$ cat src/rtl/imem_port_arbiter_pkg.sv
// Shared types and defaults for the instruction-memory port arbiter.
package imem_port_arbiter_pkg;

  localparam int ADDR_W_DEF       = 8;
  localparam int DATA_W_DEF       = 8;
  localparam int STARVE_LIMIT_DEF = 4;

  // Which requester owns the read data returning from memory this cycle.
  typedef enum logic [1:0] {
    OWN_NONE  = 2'd0,
    OWN_FETCH = 2'd1,
    OWN_HOST  = 2'd2
  } owner_e;

  // OPEN: normal fetch/host arbitration. LOCKED: host owns the memory.
  typedef enum logic {
    ST_OPEN   = 1'b0,
    ST_LOCKED = 1'b1
  } state_e;

  // Bits needed to count 0..limit inclusive.
  function automatic int cnt_width(input int limit);
    return (limit < 1) ? 1 : $clog2(limit + 1);
  endfunction

endpackage

$ cat src/rtl/imem_port_arbiter_if.sv
// Bundle of fetch, host and memory-side signals around the arbiter.
interface imem_port_arbiter_if #(
  parameter int ADDR_W = 8,
  parameter int DATA_W = 8
);
  // Fetch path
  logic              f_req;
  logic [ADDR_W-1:0] f_addr;
  logic              f_gnt;
  logic              f_rvalid;
  logic [DATA_W-1:0] f_rdata;
  logic              cpu_stall;
  // Host loader/debug path
  logic              h_req;
  logic              h_we;
  logic              h_lock;
  logic [ADDR_W-1:0] h_addr;
  logic [DATA_W-1:0] h_wdata;
  logic              h_gnt;
  logic              h_rvalid;
  logic [DATA_W-1:0] h_rdata;
  // Memory command/return
  logic              m_en;
  logic              m_we;
  logic [ADDR_W-1:0] m_addr;
  logic [DATA_W-1:0] m_wdata;
  logic [DATA_W-1:0] m_rdata;

  // Arbiter side
  modport slave (
    input  f_req, f_addr, h_req, h_we, h_lock, h_addr, h_wdata, m_rdata,
    output f_gnt, f_rvalid, f_rdata, cpu_stall,
    output h_gnt, h_rvalid, h_rdata,
    output m_en, m_we, m_addr, m_wdata
  );

  // Requester and memory side
  modport master (
    output f_req, f_addr, h_req, h_we, h_lock, h_addr, h_wdata, m_rdata,
    input  f_gnt, f_rvalid, f_rdata, cpu_stall,
    input  h_gnt, h_rvalid, h_rdata,
    input  m_en, m_we, m_addr, m_wdata
  );
endinterface

$ cat src/rtl/imem_port_arbiter.sv
// Arbiter for a single-port synchronous instruction memory shared by the
// CPU fetch path and a host loader. One access per cycle, zero-latency
// grant, one-cycle read return routed to the winner, host lock mode.
module imem_port_arbiter
  import imem_port_arbiter_pkg::*;
#(
  parameter int ADDR_W       = ADDR_W_DEF,
  parameter int DATA_W       = DATA_W_DEF,
  parameter int STARVE_LIMIT = STARVE_LIMIT_DEF
) (
  input logic                 CLK,
  input logic                 CLB,
  imem_port_arbiter_if.slave  bus
);

  localparam int            CW    = cnt_width(STARVE_LIMIT);
  localparam logic [CW-1:0] LIMIT = CW'(STARVE_LIMIT);

  state_e        state_q;
  owner_e        owner_q;
  logic [CW-1:0] starve_q;

  logic f_gnt;
  logic h_gnt;

  // Grant decision: host wins in LOCKED or once starved, otherwise fetch first.
  always_comb begin
    // NOTE: every output gets a default before the branches so no latch is inferred.
    f_gnt = 1'b0;
    h_gnt = 1'b0;
    if (state_q == ST_LOCKED) begin
      h_gnt = bus.h_req;
    end else if (bus.h_req && (starve_q == LIMIT)) begin
      h_gnt = 1'b1;
    end else if (bus.f_req) begin
      f_gnt = 1'b1;
    end else if (bus.h_req) begin
      h_gnt = 1'b1;
    end
  end

  // Memory command mux from the winner; zeros when idle.
  always_comb begin
    bus.m_en    = f_gnt | h_gnt;
    bus.m_we    = 1'b0;
    bus.m_addr  = '0;
    bus.m_wdata = '0;
    if (h_gnt) begin
      bus.m_we    = bus.h_we;
      bus.m_addr  = bus.h_addr;
      bus.m_wdata = bus.h_wdata;
    end else if (f_gnt) begin
      bus.m_addr  = bus.f_addr;
    end
  end

  // Lock FSM, starvation counter and read-return owner.
  always_ff @(posedge CLK) begin
    if (CLB) begin
      // NOTE: sequential state uses non-blocking assignments so all registers update together.
      state_q  <= ST_OPEN;
      owner_q  <= OWN_NONE;
      starve_q <= '0;
    end else begin
      case (state_q)
        ST_OPEN:   if (h_gnt && bus.h_lock) state_q <= ST_LOCKED;
        ST_LOCKED: if (!bus.h_lock)         state_q <= ST_OPEN;
        default:                            state_q <= ST_OPEN;
      endcase

      // Counts host cycles lost to fetch; frozen while the host holds the lock.
      if (state_q == ST_OPEN) begin
        if (!bus.h_req || h_gnt) begin
          starve_q <= '0;
        end else if (f_gnt && (starve_q != LIMIT)) begin
          starve_q <= starve_q + 1'b1;
        end
      end

      if (f_gnt)                   owner_q <= OWN_FETCH;
      else if (h_gnt && !bus.h_we) owner_q <= OWN_HOST;
      else                         owner_q <= OWN_NONE;
    end
  end

  assign bus.f_gnt     = f_gnt;
  assign bus.h_gnt     = h_gnt;
  assign bus.cpu_stall = (state_q == ST_LOCKED) || (bus.f_req && !f_gnt);
  assign bus.f_rvalid  = (owner_q == OWN_FETCH);
  assign bus.h_rvalid  = (owner_q == OWN_HOST);
  assign bus.f_rdata   = (owner_q == OWN_FETCH) ? bus.m_rdata : '0;
  assign bus.h_rdata   = (owner_q == OWN_HOST)  ? bus.m_rdata : '0;

endmodule

$ cat src/flat_wrapper.sv
// flat-port wrapper written by rule: the top's interface ports become plain ports
module imem_port_arbiter_flat import imem_port_arbiter_pkg::*;
#(
  parameter int ADDR_W       = ADDR_W_DEF,
  parameter int DATA_W       = DATA_W_DEF,
  parameter int STARVE_LIMIT = STARVE_LIMIT_DEF
)
  (CLK, CLB, bus_f_req, bus_f_addr, bus_h_req, bus_h_we, bus_h_lock, bus_h_addr, bus_h_wdata, bus_m_rdata, bus_f_gnt, bus_f_rvalid, bus_f_rdata, bus_cpu_stall, bus_h_gnt, bus_h_rvalid, bus_h_rdata, bus_m_en, bus_m_we, bus_m_addr, bus_m_wdata);
  imem_port_arbiter_if #(.ADDR_W(ADDR_W), .DATA_W(DATA_W)) bus_i ();
  input logic CLK;
  input logic CLB;
  input wire logic [$bits(bus_i.f_req)-1:0] bus_f_req;
  input wire logic [$bits(bus_i.f_addr)-1:0] bus_f_addr;
  input wire logic [$bits(bus_i.h_req)-1:0] bus_h_req;
  input wire logic [$bits(bus_i.h_we)-1:0] bus_h_we;
  input wire logic [$bits(bus_i.h_lock)-1:0] bus_h_lock;
  input wire logic [$bits(bus_i.h_addr)-1:0] bus_h_addr;
  input wire logic [$bits(bus_i.h_wdata)-1:0] bus_h_wdata;
  input wire logic [$bits(bus_i.m_rdata)-1:0] bus_m_rdata;
  output wire logic [$bits(bus_i.f_gnt)-1:0] bus_f_gnt;
  output wire logic [$bits(bus_i.f_rvalid)-1:0] bus_f_rvalid;
  output wire logic [$bits(bus_i.f_rdata)-1:0] bus_f_rdata;
  output wire logic [$bits(bus_i.cpu_stall)-1:0] bus_cpu_stall;
  output wire logic [$bits(bus_i.h_gnt)-1:0] bus_h_gnt;
  output wire logic [$bits(bus_i.h_rvalid)-1:0] bus_h_rvalid;
  output wire logic [$bits(bus_i.h_rdata)-1:0] bus_h_rdata;
  output wire logic [$bits(bus_i.m_en)-1:0] bus_m_en;
  output wire logic [$bits(bus_i.m_we)-1:0] bus_m_we;
  output wire logic [$bits(bus_i.m_addr)-1:0] bus_m_addr;
  output wire logic [$bits(bus_i.m_wdata)-1:0] bus_m_wdata;
  assign bus_i.f_req = bus_f_req;
  assign bus_i.f_addr = bus_f_addr;
  assign bus_i.h_req = bus_h_req;
  assign bus_i.h_we = bus_h_we;
  assign bus_i.h_lock = bus_h_lock;
  assign bus_i.h_addr = bus_h_addr;
  assign bus_i.h_wdata = bus_h_wdata;
  assign bus_i.m_rdata = bus_m_rdata;
  assign bus_f_gnt = bus_i.f_gnt;
  assign bus_f_rvalid = bus_i.f_rvalid;
  assign bus_f_rdata = bus_i.f_rdata;
  assign bus_cpu_stall = bus_i.cpu_stall;
  assign bus_h_gnt = bus_i.h_gnt;
  assign bus_h_rvalid = bus_i.h_rvalid;
  assign bus_h_rdata = bus_i.h_rdata;
  assign bus_m_en = bus_i.m_en;
  assign bus_m_we = bus_i.m_we;
  assign bus_m_addr = bus_i.m_addr;
  assign bus_m_wdata = bus_i.m_wdata;
  imem_port_arbiter #(.ADDR_W(ADDR_W), .DATA_W(DATA_W), .STARVE_LIMIT(STARVE_LIMIT)) u_core (.CLK(CLK), .CLB(CLB), .bus(bus_i));
endmodule
$ cat config.mk
export PLATFORM = sky130hd
export DESIGN_NAME = imem_port_arbiter_flat
export DESIGN_NICKNAME = d
export VERILOG_FILES = /design/src/rtl/imem_port_arbiter_pkg.sv /design/src/rtl/imem_port_arbiter_if.sv /design/src/rtl/imem_port_arbiter.sv /design/src/flat_wrapper.sv
export SDC_FILE = /design/constraint.sdc
export NUM_CORES = 1
export LEC_CHECK = 0
export BUFFER_PORTS_ARGS = -buffer_cell sky130_fd_sc_hd__buf_2
export CORE_MARGIN = 2
export CORE_UTILIZATION = 30
export DETAILED_ROUTE_END_ITERATION = 10
export PLACE_DENSITY = 0.79
export SETUP_SLACK_MARGIN = 0.15
export SYNTH_ARGS = -nofsm -noshare
export SYNTH_HDL_FRONTEND = slang
export SYNTH_SLANG_ARGS = --single-unit
$ cat constraint.sdc
create_clock -name CLK -period 2.1 [get_ports CLK]
set_input_delay 0.525 -clock CLK [delete_from_list [all_inputs] [get_ports CLK]]
set_output_delay 0.525 -clock CLK [all_outputs]
set_load 0.02 [all_outputs]
Word-level counts from Yosys, hierarchy flattened

Cells that the tools add are included.

Word-level logic and storage cells: 44
Register bits after elaboration: 6
Output and inout bits: 39

Bitwise logic cells: 2
$add $sub $neg: 1
Mux-type cells: 20
Reductions and logical operators: 13
Eq/ne operators: 4

Operator list:

| operator                                                         | count |
|---|---|
| 8-bit 2-to-1 mux                                                 | 5 |
| 1-bit 2-to-1 mux                                                 | 11 |
| 3-bit 2-to-1 mux                                                 | 2 |
| 1-bit logical AND                                                | 5 |
| 3-bit by 1-bit adder with 3-bit output (second input constant)   | 1 |
| 3-bit == test (second input constant)                            | 1 |
| 1-bit zero test                                                  | 3 |
| 3-bit != test (second input constant)                            | 1 |
| 2-bit by 1-bit == test with 1-bit output (second input constant) | 1 |
| 2-bit == test (second input constant)                            | 1 |
| 1-bit logical OR                                                 | 2 |
| 2-bit 2-to-1 mux                                                 | 1 |
| 1-bit one-hot mux with 2 select lines                            | 1 |
| 2-bit AND reduction                                              | 1 |
| 2-bit nonzero test                                               | 1 |
| 2-bit OR reduction                                               | 1 |
| 1-bit inverter                                                   | 1 |
| 1-bit OR                                                         | 1 |

Logic depth before layout (Yosys ltp)

Word-level depth: 7
Gate-level depth with buffers: 6

Least setup slack after synthesis

Ideal clock, no wire load.

Kind: register -> output
Start point: register u_core.starve_q[0]
End point: output bus_m_addr[0]
Data required time: 1.575 ns
Path buffers: 0
Setup slack: 0.138 ns
Cell stages (with the launch flop): 5
Data arrival time: 1.437 ns
Cell sequence: dfxtp_1 -> inv_1 -> ha_1 -> a31oi_2 -> a22o_1

Word-level cells in the longest chain between the ends: 6
Elaborated cells between the ends (all ways): 8

Ends and longest elaborated chain:

| what                     | RTL line                | source |
|---|---|---|
| start: declaration       | imem_port_arbiter.sv:21 | `logic [CW-1:0] starve_q;` |
| start signal: assignment | imem_port_arbiter.sv:76 | `starve_q <= starve_q + 1'b1;` |
| 3-bit == test            | imem_port_arbiter.sv:33 | `end else if (bus.h_req && (starve_q == LIMIT)) begin` |
| 1-bit logical AND        | imem_port_arbiter.sv:33 |  |
| 1-bit 2-to-1 mux         | imem_port_arbiter.sv:33 |  |
| 1-bit 2-to-1 mux         | imem_port_arbiter.sv:31 | `if (state_q == ST_LOCKED) begin` |
| named net bus_f_gnt      | flat_wrapper.sv:20      | `output wire logic [$bits(bus_i.f_gnt)-1:0] bus_f_gnt;` |
| 8-bit 2-to-1 mux         | imem_port_arbiter.sv:52 | `end else if (f_gnt) begin` |
| 8-bit 2-to-1 mux         | imem_port_arbiter.sv:48 | `if (h_gnt) begin` |
| end: declaration         | flat_wrapper.sv:29      | `output wire logic [$bits(bus_i.m_addr)-1:0] bus_m_addr;` |

The timed path passes the listed nets, and every way through them passes these cells.

Worst setup path after layout

Start point: register u_core.starve_q[1]
End point: output bus_m_addr[1]

Word-level cells in the longest chain between the ends: 6
Elaborated cells between the ends (all ways): 8

Ends and longest elaborated chain:

| what                  | RTL line |
|---|---|
| 3-bit == test (*)     | imem_port_arbiter.sv:33 |
| 1-bit logical AND (*) | imem_port_arbiter.sv:33 |
| 1-bit 2-to-1 mux      | imem_port_arbiter.sv:33 |
| 1-bit 2-to-1 mux      | imem_port_arbiter.sv:31 |
| 8-bit 2-to-1 mux      | imem_port_arbiter.sv:52 |
| 8-bit 2-to-1 mux (*)  | imem_port_arbiter.sv:48 |

Every way passes the cells marked *; elsewhere a longest branch is shown, timed or not.

==> impl_metrics.json <==
{
  "nNetsFinal": 195,
  "yosys.area.top_type": "and2_1",
  "period_share": 0.992,
  "clockRootBuffer": "clkbuf_4",
  "hold_start": "bus_h_we",
  "dominantRegCellSynth": "dfxtp_1",
  "grt_pass1_wl_mm": 2.67,
  "hold_depth": 2,
  "async_flop_share": 0,
  "cts.clk_slew.worst_paths_ns": 0.05,
  "start_util": 0.324,
  "fmax_mhz": 480,
  "synth.area.top_cells": "and2_1, dfxtp_1, a22o_1",
  "syn2layout_area_growth_pct": 116,
  "criticalPathCategory": "flop to output pin",
  "drc": 0,
  "hold_path_class": "primary input to flop",
  "antenna_found_initial": 0,
  "grt_max_degree": 20,
  "ctsHoldBuffers": 0,
  "rrSetupSlack_ns": 0.76,
  "final_common_cell": "buf_2",
  "avgSynthCellArea_um2": 8.08,
  "cts_buffers": 3,
  "synth_cells": 70,
  "synth_top_area_share": 0.277,
  "slew_headroom": 0.691,
  "clock_latency_ns": 0.24,
  "via_per_inst": 4.58,
  "rsz0062_at_grt": "yes",
  "wirelength_mm": 2.49,
  "final_cell_area_mm2": 0.00122,
  "n_antenna_cell": 0,
  "synth_enable_flop_cells": 0,
  "netlist_area_um2": 566,
  "grt_pass1_vias": 672,
  "cts.sinks": 6,
  "synth_cell_types": 24,
  "reg2reg_to": "u_core.starve_q[1]$_SDFFE_PP0P_",
  "ir_worst_vdd_mv": 0.243,
  "crit_path_start_kind": "flop",
  "fin_worst_skew_ns": 0.00213,
  "first_iter_violations": 3,
  "required_ns": 1.57,
  "die_h_um": 47.4,
  "crit_fanout": 10,
  "coreArea_mm2": 0.00175,
  "hold_viol_final": 0,
  "whs_endpoint": "u_core.owner_q[1]$_SDFF_PP0_",
  "avgRoutedWirePerCell_um": 14.0,
  "max_stage_delay_ns": 0.34,
  "place_ws_ns": 0.0514,
  "htree_num_levels": 1,
  "cts_tree": "done",
  "yosysSeqAreaShare": 0.212,
  "placed_area_um2": 967,
  "reg2regPathDepth": 7,
  "leakagePower_nw": 0.674,
  "dp_hpwl_mm": 1.59,
  "ant_nets": 0,
  "portBuffers": 76,
  "arrival_ns": 1.56,
  "grt-ovfl-total": 0,
  "synth-seq-cells": 6,
  "die_area_mm2": 0.00225,
  "worst_pin_slew_ns": 0.462,
  "die_w_um": 47.4,
  "place_congestion": 0.703,
  "syn_nets": 110,
  "slew_violations": 0,
  "grt_usage": 0.167,
  "num_rows": 15,
  "vias": 815,
  "cts.path.max_buffers": 2,
  "crit_path_end_kind": "output pin",
  "yosys_warnings": 0,
  "crit_path_cell_trace": "inv_2, ha_4, buf_4, a31oi_4, a22o_1, buf_6",
  "fin_crit_ns": 2.08,
  "fin_ws_ns": 0.0166,
  "timing.rr.start": "u_core.starve_q[0]$_SDFFE_PP0P_",
  "finalSetupViolCount": 0,
  "status": "complete, no violations",
  "final_cell_mix": "buf_2, buf_6, and2_1",
  "drive_gt1_frac": 0.680,
  "cellPowerDensity_mw_per_mm2": 380,
  "num_io_pins": 77,
  "drtPass1Iterations": 2,
  "critPathSlowestCell": "dfxtp_2",
  "drv_cap": 0
}
[area by class of cell]
type	count	area [um2]
clock buffers	3	22.5
fillers	124	522
inverters	4	15.0
multi-input cells	57	460
flip-flops and latches	6	123
well taps	25	31.3
repair buffers	83	572
[timing repair]
item / CTS / global route
pin swaps: 2 / 7
setup endpoints to repair: 19 / 19
gates cloned: 0 / 2
resized for setup: 11 / 40
setup buffers: 3 / 2
hold endpoints to repair: 0 / 0
[worst max-delay path by stage]
stage                                          from              to  cells past startpoint
floorplan           u_core.starve_q[0]$_SDFFE_PP0P_  bus_m_wdata[0]                      6
global placement                          bus_h_req   bus_m_addr[1]                      5
detailed placement  u_core.starve_q[0]$_SDFFE_PP0P_   bus_m_addr[6]                      6
CTS                 u_core.starve_q[0]$_SDFFE_PP0P_   bus_m_addr[3]                      7
global route        u_core.starve_q[1]$_SDFFE_PP0P_   bus_m_addr[1]                      6
finish              u_core.starve_q[1]$_SDFFE_PP0P_   bus_m_addr[1]                      6
[state kept, by name (all words and copies together) (netlist names)]
signal           flops
u_core.starve_q      3
u_core.owner_q       2
u_core.state_q       1
[layer usage]
metal / global-route usage / part of all wire / vias up
li1: - / - / 404
met1: 0.152 / 0.34 / 369
met2: 0.330 / 0.55 / 40
met3: 0.0377 / 0.092 / 2
met4: 0.0944 / 0.014 / 0
met5: 0 / 0 / -
[logic make-up after synthesis]
kind of cell	Yosys count	synth area share
simple gates	38	0.409
compound gates	14	0.226
flops	6	0.212
xor+xnor	2	0.0310
fa+ha+maj	2	0.0442
mux	1	0.0177
buf+inv	7	0.0597
[through the flow]
stage	power, mW	instances	util	setup TNS [ns]	hold slack (ns)
after CTS	0.420	174	0.601	0	0.450
final	0.466	178	0.701	0	0.465
after detailed placement	0.299	168	0.554	0	0.547
after global routing	0.491	178	0.701	-0.458	0.462
after global placement	0.295	168	0.554	0	0.539
after floorplan	0.225	70	-	0	0.518
[where the power goes]
group	internal (mW)	switching, mW	leakage, nW	total, mW
sequential	0.118	0.00293	0.0499	0.121
clock	0.0646	0.0413	0.0138	0.106
combinational	0.122	0.117	0.611	0.238
[critical path, delay by kind of cell (launching register included)]
kind | cells | cell delay, ns
flip-flops | 1 | 0.34
adder cells (fa/ha/maj) | 1 | 0.16
AO/OA/AOI/OAI | 2 | 0.51
buffers and inverters | 3 | 0.30
[cells in the mapped netlist (2+ instances only)]
cell	count
a22o_1	8
nand2b_1	2
and2_1	25
ha_1	2
nor2b_1	3
nand2_1	2
dfxtp_1	6
inv_1	3
clkbuf_1	2
nor3_1	3
(Power assumes the default switching activity.)
